[src/rtl/pix_capture_writer_if.sv]
// pix_capture_writer_if: channelised pixel stream in, BRAM port A write bus out.
// master = stream source / RAM side, slave = the capture writer.
interface pix_capture_writer_if #(
   parameter int ADDR_W = 10,
   parameter int DATA_W = 32,
   parameter int CH_W   = 8
);
   logic              in_valid;
   logic [DATA_W-1:0] in_data;
   logic [CH_W-1:0]   in_ch;
   logic              in_sync;
   logic              bram_we;
   logic              bram_en_a;
   logic [ADDR_W-1:0] bram_addr;
   logic [DATA_W-1:0] bram_wr_data;
   modport master (output in_valid, in_data, in_ch, in_sync,
                   input  bram_we, bram_en_a, bram_addr, bram_wr_data);
   modport slave  (input  in_valid, in_data, in_ch, in_sync,
                   output bram_we, bram_en_a, bram_addr, bram_wr_data);
endinterface

[src/rtl/pix_capture_writer.sv]
// pix_capture_writer: software-armed snapshot of one/all stream channels into BRAM port A.
// Optional frame-sync alignment and decimation; writes N words from address 0, then reports done.
module pix_capture_writer #(
   parameter int ADDR_W = 10,
   parameter int DATA_W = 32,
   parameter int CH_W   = 8,
   parameter int DEC_W  = 8
) (
   input  logic                  clk,
   input  logic                  rst,
   pix_capture_writer_if.slave   bus,
   input  logic                  ctrl_start,
   input  logic [CH_W-1:0]       ctrl_ch_sel,
   input  logic                  ctrl_ch_all,
   input  logic                  ctrl_wait_sync,
   input  logic [DEC_W-1:0]      ctrl_decim,
   input  logic [ADDR_W:0]       ctrl_num_words,
   output logic                  stat_busy,
   output logic                  stat_done,
   output logic [ADDR_W:0]       stat_count
);
   localparam logic [1:0] IDLE = 2'd0, ARMED = 2'd1, CAPTURE = 2'd2, DONE = 2'd3;
   localparam logic [ADDR_W:0] DEPTH = {1'b1, {ADDR_W{1'b0}}};
   logic [1:0]        state;
   logic              start_d, ch_all, wait_sync, done, we_r;
   logic [CH_W-1:0]   ch_sel;
   logic [DEC_W-1:0]  decim, dec_cnt;
   logic [ADDR_W:0]   n, count, num_clamp;
   logic [ADDR_W-1:0] addr_r;
   logic [DATA_W-1:0] data_r;
   logic              start_edge, active, eligible, keep;
   always_comb begin
      start_edge = ctrl_start & ~start_d;
      active     = (state == ARMED) || (state == CAPTURE);
      num_clamp  = (ctrl_num_words == '0 || ctrl_num_words > DEPTH) ? DEPTH : ctrl_num_words;
      // The sync sample that releases ARMED is itself the first eligible sample.
      eligible   = ctrl_start & bus.in_valid & (ch_all | (bus.in_ch == ch_sel))
                   & ((state == CAPTURE) | ((state == ARMED) & bus.in_sync));
      keep       = eligible & (dec_cnt == '0) & (count != n);
   end
   always_ff @(posedge clk) begin
      // Tracks the level even in reset so a start held high through reset never arms.
      start_d <= ctrl_start;
      if (rst) begin
         state     <= IDLE;
         ch_sel    <= '0;
         ch_all    <= 1'b0;
         wait_sync <= 1'b0;
         decim     <= '0;
         dec_cnt   <= '0;
         n         <= '0;
         count     <= '0;
         done      <= 1'b0;
         we_r      <= 1'b0;
         addr_r    <= '0;
         data_r    <= '0;
      end else begin
         we_r  <= keep;
         count <= count + {{ADDR_W{1'b0}}, keep};
         if (keep) begin
            addr_r <= count[ADDR_W-1:0];
            data_r <= bus.in_data;
         end
         if (eligible)
            dec_cnt <= (dec_cnt == decim) ? '0 : dec_cnt + 1'b1;
         if (start_edge) begin
            ch_sel    <= ctrl_ch_sel;
            ch_all    <= ctrl_ch_all;
            wait_sync <= ctrl_wait_sync;
            decim     <= ctrl_decim;
            n         <= num_clamp;
            count     <= '0;
            done      <= 1'b0;
            dec_cnt   <= '0;
            state     <= ctrl_wait_sync ? ARMED : CAPTURE;
         end else if (active && !ctrl_start) begin
            state <= IDLE;
         end else if (state == ARMED && eligible) begin
            state <= CAPTURE;
         end else if (state == CAPTURE && count == n) begin
            state <= DONE;
            done  <= 1'b1;
         end
      end
   end
   // Write strobe is masked by rst so nothing reaches the RAM in a reset cycle.
   assign bus.bram_we      = we_r & ~rst;
   assign bus.bram_en_a    = we_r & ~rst;
   assign bus.bram_addr    = addr_r;
   assign bus.bram_wr_data = data_r;
   assign stat_busy        = active;
   assign stat_done        = done;
   assign stat_count       = count;
   logic unused_ok;
   assign unused_ok = wait_sync;
endmodule
[src/flat_wrapper.sv]
// flat-port wrapper written by rule: the top's interface ports become plain ports
module pix_capture_writer_flat 
#(
   parameter int ADDR_W = 10,
   parameter int DATA_W = 32,
   parameter int CH_W   = 8,
   parameter int DEC_W  = 8
)
  (clk, rst, ctrl_start, ctrl_ch_sel, ctrl_ch_all, ctrl_wait_sync, ctrl_decim, ctrl_num_words, stat_busy, stat_done, stat_count, bus_in_valid, bus_in_data, bus_in_ch, bus_in_sync, bus_bram_we, bus_bram_en_a, bus_bram_addr, bus_bram_wr_data);
  pix_capture_writer_if #(.ADDR_W(ADDR_W), .DATA_W(DATA_W), .CH_W(CH_W)) bus_i ();
  input  logic clk;
  input  logic rst;
  input  logic ctrl_start;
  input  logic [CH_W-1:0] ctrl_ch_sel;
  input  logic ctrl_ch_all;
  input  logic ctrl_wait_sync;
  input  logic [DEC_W-1:0] ctrl_decim;
  input  logic [ADDR_W:0] ctrl_num_words;
  output logic stat_busy;
  output logic stat_done;
  output logic [ADDR_W:0] stat_count;
  input wire logic [$bits(bus_i.in_valid)-1:0] bus_in_valid;
  input wire logic [$bits(bus_i.in_data)-1:0] bus_in_data;
  input wire logic [$bits(bus_i.in_ch)-1:0] bus_in_ch;
  input wire logic [$bits(bus_i.in_sync)-1:0] bus_in_sync;
  output wire logic [$bits(bus_i.bram_we)-1:0] bus_bram_we;
  output wire logic [$bits(bus_i.bram_en_a)-1:0] bus_bram_en_a;
  output wire logic [$bits(bus_i.bram_addr)-1:0] bus_bram_addr;
  output wire logic [$bits(bus_i.bram_wr_data)-1:0] bus_bram_wr_data;
  assign bus_i.in_valid = bus_in_valid;
  assign bus_i.in_data = bus_in_data;
  assign bus_i.in_ch = bus_in_ch;
  assign bus_i.in_sync = bus_in_sync;
  assign bus_bram_we = bus_i.bram_we;
  assign bus_bram_en_a = bus_i.bram_en_a;
  assign bus_bram_addr = bus_i.bram_addr;
  assign bus_bram_wr_data = bus_i.bram_wr_data;
  pix_capture_writer #(.ADDR_W(ADDR_W), .DATA_W(DATA_W), .CH_W(CH_W), .DEC_W(DEC_W)) u_core (.clk(clk), .rst(rst), .bus(bus_i), .ctrl_start(ctrl_start), .ctrl_ch_sel(ctrl_ch_sel), .ctrl_ch_all(ctrl_ch_all), .ctrl_wait_sync(ctrl_wait_sync), .ctrl_decim(ctrl_decim), .ctrl_num_words(ctrl_num_words), .stat_busy(stat_busy), .stat_done(stat_done), .stat_count(stat_count));
endmodule
[config.mk]
export PLATFORM = sky130hd
export DESIGN_NAME = pix_capture_writer_flat
export DESIGN_NICKNAME = d
export VERILOG_FILES = /design/src/rtl/pix_capture_writer_if.sv /design/src/rtl/pix_capture_writer.sv /design/src/flat_wrapper.sv
export SDC_FILE = /design/constraint.sdc
export NUM_CORES = 1
export LEC_CHECK = 0
export ABC_AREA = 1
export BUFFER_PORTS_ARGS = -buffer_cell sky130_fd_sc_hd__buf_4
export CORE_UTILIZATION = 40
export CTS_CLUSTER_DIAMETER = 150
export CTS_CLUSTER_SIZE = 10
export DETAILED_ROUTE_END_ITERATION = 6
export PLACE_DENSITY = 0.68
export SLEW_MARGIN = 20
export SYNTH_ARGS = -nofsm -noshare
export SYNTH_HDL_FRONTEND = slang
export SYNTH_SLANG_ARGS = --single-unit
export TNS_END_PERCENT = 1
[constraint.sdc]
create_clock -name clk -period 2.6 [get_ports clk]
set_input_delay 0.26 -clock clk [delete_from_list [all_inputs] [get_ports clk]]
set_output_delay 0.26 -clock clk [all_outputs]
set_load 0.005 [all_outputs]
## After elaboration in Yosys (flattened, before gate mapping)

Cells that the tools add are included.

| cells by class | value |
|---|---|
| $add $sub $neg | 2 |
| $lt $le $gt $ge | 1 |
| eq/ne operators | 6 |
| multiplexer cells | 7 |
| bitwise gates (word level) | 14 |
| reductions and logical operators | 11 |

Operators by type and width:

| operator | number |
|---|---|
| == test 8 bit | 2 |
| adder 11 x 1 -> 11 bit | 1 |
| == test 11 bit | 1 |
| > comparator 11 bit (second input constant) | 1 |
| logical NOT 11 bit | 1 |
| two-way mux 11 bit | 1 |
| inequality test 11 bit | 1 |
| two-way mux 2 bit | 5 |
| adder 8 x 1 -> 8 bit (second input constant) | 1 |
| AND 1 bit | 8 |
| logical NOT 8 bit | 1 |
| two-way mux 8 bit | 1 |
| inverter 1 bit | 4 |
| nonzero test 4 bit | 1 |
| logical AND 1 bit | 3 |
| AND reduction 3 bit | 1 |
| == test 2 x 1 -> 1 bit (second input constant) | 1 |
| == test 2 bit (second input constant) | 1 |
| logical OR 1 bit | 2 |
| bitwise OR 1 bit | 2 |
| OR reduction 2 bit | 1 |
| logical NOT 1 bit | 1 |

| word-level totals | value |
|---|---|
| register bits after elaboration | 94 |
| input bits | 74 |
| output and inout port bits | 57 |

## Logic depth before layout (Yosys ltp)

| logic depth | value |
|---|---|
| depth in word-level cells | 8 |
| depth in mapped cells | 23 |
| depth with buffers taken out | 22 |

## Least setup slack after synthesis

OpenSTA, ideal clock, no wires.

| timing path | value |
|---|---|
| kind | register to register |
| start point | register u_core.dec_cnt[4] |
| end point | register u_core.count[10] (netlist: u_core.stat_count[10]) |
| library setup time | 0.127 ns |
| data arrival time | 2.324 ns |
| data required time | 2.473 ns |
| path slack | 0.149 ns |
| cell stages (with the launch flop) | 19 |
| buffers on the path | 2 |
| cells stage by stage | dfxtp_1 > buf_6 > nor4_2 > nand4_1 > a21oi_2 > nand2_4 > inv_8 > buf_12 > ha_1 > ha_1 > nand2_1 > nor2_1 > nand2_1 > nor2_1 > nand2_1 > nor2_1 > nand3_1 > xor2_1 > nor2_1 |

| between the ends | value |
|---|---|
| word-level cells in the longest chain between the ends | 4 |

RTL lines:

| item | line | source |
|---|---|---|
| start, declared | pix_capture_writer.sv:27 | `logic [DEC_W-1:0] decim, dec_cnt;` |
| start signal, assigned | pix_capture_writer.sv:65 | `dec_cnt <= (dec_cnt == decim) ? '0 : dec_cnt + 1'b1;` |
| logical NOT 8 bit | pix_capture_writer.sv:39 | `keep = eligible & (dec_cnt == '0) & (count != n);` |
| AND 1 bit (2 in a row) | pix_capture_writer.sv:39 |  |
| net u_core.keep | pix_capture_writer.sv:31 | `logic start_edge, active, eligible, keep;` |
| adder 11 x 1 -> 11 bit | pix_capture_writer.sv:59 | `count <= count + {{ADDR_W{1'b0}}, keep};` |
| end signal, assigned | pix_capture_writer.sv:59 |  |
| end, declared | pix_capture_writer.sv:28 | `logic [ADDR_W:0] n, count, num_clamp;` |

The timed path passes the listed nets, and every way through them passes these cells.
A chain may end at the register's enable or synchronous reset.

## Final worst setup path

| timing path | value |
|---|---|
| start point | register u_core.ch_sel[5] |
| end point | register u_core.count[10] (netlist: u_core.stat_count[10]) |

| between the ends | value |
|---|---|
| word-level cells in the longest chain between the ends | 7 |

RTL lines:

| item | line | source |
|---|---|---|
| start, declared | pix_capture_writer.sv:26 | `logic [CH_W-1:0] ch_sel;` |
| start signal, assigned | pix_capture_writer.sv:67 | `ch_sel <= ctrl_ch_sel;` |
| == test 8 bit | pix_capture_writer.sv:37 | `eligible = ctrl_start & bus.in_valid & (ch_all \| (bus.in_ch == ch_sel))` |
| bitwise OR 1 bit | pix_capture_writer.sv:37 |  |
| AND 1 bit | pix_capture_writer.sv:37 |  |
| AND 1 bit | pix_capture_writer.sv:38 | `& ((state == CAPTURE) \| ((state == ARMED) & bus.in_sync));` |
| AND 1 bit (2 in a row) | pix_capture_writer.sv:39 |  |
| adder 11 x 1 -> 11 bit | pix_capture_writer.sv:59 |  |

Every way passes these cells.

==> impl_results.md <==
* Critical path capture point type: register
* Post-synthesis cell type count at 35
* Inst Count DP at 792
* Crit-path slowest cell: dfxtp_1
* Std-Cell Core Area at 0.00991 mm2
* Pins Over Slew Limit at 0
* Worst IR Drop VDD at 0.334 mV
* First DRT Iteration DRCs at 148
* FF/Latch Area at 0.00189 mm2
* Met3 GRT Util at 5.29%
* Nets at 752
* Hpwl dp at 7.16 mm
* Die height at 104 um
* CTS tree: built
* Mapped Cells at 535
* Final ANT Viol Nets at 0
* Area Growth Syn to Fin at 33.2%
* Die W at 104 um
* Syn_nets at 615
* Part of the cycle the worst path needs at 92.5%
* Avg Synthesized Cell Area at 7.76 um2
* Filler cells at 962
* Setup TNS at 0 ns
* Clock root cell: clkbuf_8
* First-pass GRT wire length at 16.6 mm
* Vias in the first global route at 3745
* DIE AREA at 0.0108 mm2
* Largest net degree at the start of global routing at 44
* Per-cell routed wire length at 12.3 um
* Clock Latency Late Sink at 0.35 ns
* Global-route layer with the greatest usage: met2
* Crit path largest cell delay at 0.33 ns
* Routed via count at 3848
* Final setup fails at 0
* Delay-heaviest family, CP: simple AND/OR/NAND/NOR gates
* Global Route met2 Usage at 32.3%
* Global Route Usage Sum at 18.7%
* GR Layer Usage met1 at 21.7%
* Final Critical Period at 2.41 ns
* Avg Vias per Cell at 4.76
* I/O pin total at 131
* Finished Layout Cells at 808
* CTS H-Tree Depth at 3
* Starting Density at 41.9%
* Critical path class: register to register
* CP Cell Sequence: xnor2_1 > nand2_1 > nor2_1 > nand2_1 > nand2_2 > nand2_2 > clkinv_2 > nand2_4 > inv_8 > ha_2 > ha_4 > nand2_2 > nor2_4 > nand2_1 > nor2_2 > nand2_1 > nor2_2 > nand3_1 > xor2_1 > nor2_1
* Multi-input logic area at 0.00192 mm2
* Buf/Inv on CP at 2
* Critical path data required time at 2.85 ns
* Hold Path Class: input port to register
* CTS max path bufs at 2
* Antenna Cells at 0
* Worst Slack Setup Final at 0.194 ns
* Clk_skew at 0.0107 ns
* Hold Fails Final Rpt at 0
* Setup slack at placement at 0.0513 ns
* Outcome: finished, final reports clean
* Clock Sinks at 94
* Mapped Area at 0.00415 mm2
* Pwr/cell area at 518 mW/mm2
* DRC at 0
* Placer congestion estimate at 0.850
* Synth warnings at 0
* Hold WS at 0.0486 ns
* # port buffers at 130
* Share of cells above drive strength 1 at 34.4%
* Critical Path AT at 2.66 ns
* Max-Cap Viols at 0
* Startpoint Class: register
* Pre-antenna DRT Iters at 4
* Pleak at 2.48 nW
* Reg clk slew, reported paths at 0.09 ns
* Initial antenna violation count at 0
* Grt total ovfl at 0
* Sequential share of the synthesized area at 45.4%
* Drt total wl at 9.92 mm
* Rel. slew slack at 48.3%
* Hold Buf Count CTS at 0
* Fmax achieved at 416 MHz
* Flip-flop and latch count after synthesis at 94
* FP Rows at 36
* CP dominant cell by count: nand2_1
* Critical path peak fanout at 2
* CTS buffer count at 9
* Worst-Margin Slew at 0.774 ns
[routing by layer]
layer	up-vias	wire length, um
met1	1722	4260
met5	-	0
met2	136	4700
li1	1966	-
met3	24	694
met4	0	263
[worst reg2reg max path, stage by stage (launching register included)]
cell and delay, ns:
dfxtp_1 0.33, xnor2_1 0.15, nand2_1 0.07, nor2_1 0.11, nand2_1 0.07, nand2_2 0.10
nand2_2 0.07, clkinv_2 0.07, nand2_4 0.07, inv_8 0.05, ha_2 0.19, ha_4 0.14
nand2_2 0.07, nor2_4 0.13, nand2_1 0.07, nor2_2 0.13, nand2_1 0.09, nor2_2 0.14
nand3_1 0.09, xor2_1 0.14, nor2_1 0.06
[synthesized netlist by cell type (all sizes together)]
master | number | area [um2]
xnor2 | 9 | 78.8
inv | 52 | 203
ha | 6 | 75.1
nand2 | 93 | 357
a21oi | 18 | 93.8
dfxtp | 94 | 1880
nor3 | 5 | 25.0
nand4 | 7 | 43.8
clkinv | 3 | 12.5
nor2 | 117 | 542
nor3b | 3 | 22.5
buf | 14 | 148
nor4 | 3 | 40.0
xor2 | 9 | 86.3
clkbuf | 7 | 26.3
a22o | 8 | 70.1
nand3 | 16 | 80.1
or2 | 3 | 18.8
nand3b | 2 | 15.0
o21ai | 66 | 330
[timing repair]
action | in CTS | in global routing
buffers inserted | 0 | 2
endpoints found under the setup margin | 0 | 3
resized for setup | 0 | 20
[layout by cell type (no fill, tap or decap), types with 3 or more instances in the layout]
cell type	n
a21oi_1	17
dfxtp_1	86
xor2_1	8
nor2_2	44
buf_4	147
bufinv_16	3
ha_1	4
inv_2	4
xnor2_1	8
dfxtp_2	8
nand2_2	3
nor3b_1	3
nand4_1	7
a22o_1	8
o21ai_0	54
nor2_1	72
nor3_1	5
nand2_1	89
inv_1	47
nand3_1	16
clkbuf_8	9
o21ai_1	12
[path summary, 6_finish.rpt]
check,from,end,slack [ns],depth (start not counted)
worst max-delay path,u_core.ch_sel[5]$_SDFFE_PP0P_,u_core.stat_count[10]$_SDFF_PP0_,0.19,20
worst min-delay path,ctrl_start,u_core.start_d$_DFF_P_,0.05,1
worst max register to register,u_core.ch_sel[5]$_SDFFE_PP0P_,u_core.stat_count[10]$_SDFF_PP0_,0.19,20
worst min register to register,u_core.n[2]$_SDFFE_PP0P_,u_core.n[2]$_SDFFE_PP0P_,0.47,2
[final cells by class]
cell class,count,share of cell area [%]
multi-input combinational,365,34.8
sequential,94,34.2
timing repair buffer,147,20.0
inverter,55,3.89
tap,133,3.01
clock buffer,10,2.31
clock inverter,4,1.77
[cell families after synthesis]
logic type,synth area share (%)
DFF,45.4
and+or+nand+nor,27.6
adders and majority gates,1.81
AOI/OAI and AO/OA,11.9
xor gates and xnor gates,3.98
buffers and inverters,9.38
[where the power goes]
part / leakage, nW / switching, mW / internal (mW)
logic: 1.60 / 0.135 / 0.143
registers: 0.764 / 0.0176 / 1.47
clock network: 0.108 / 0.470 / 0.629
[stage by stage]
stage / area (um2) / power [mW] / util [%]
floorplan: 4150 / 1.65 / -
global placement: 5230 / 1.79 / 52.8
detailed placement: 5230 / 1.79 / 52.8
CTS: 5460 / 2.90 / 55.1
global route: 5530 / 3.00 / 55.8
finish: 5530 / 2.86 / 55.8
[sequential cells by signal, indices dropped and copies added (netlist names), 2 cells and up]
| register | count |
|---|---|
| u_core.stat_count | 11 |
| u_core.n | 11 |
| u_core.bus.bram_addr | 10 |
| u_core.state | 2 |
| u_core.decim | 8 |
| u_core.dec_cnt | 8 |
| u_core.bus.bram_wr_data | 32 |
| u_core.ch_sel | 8 |
(Power assumes the default switching activity.)
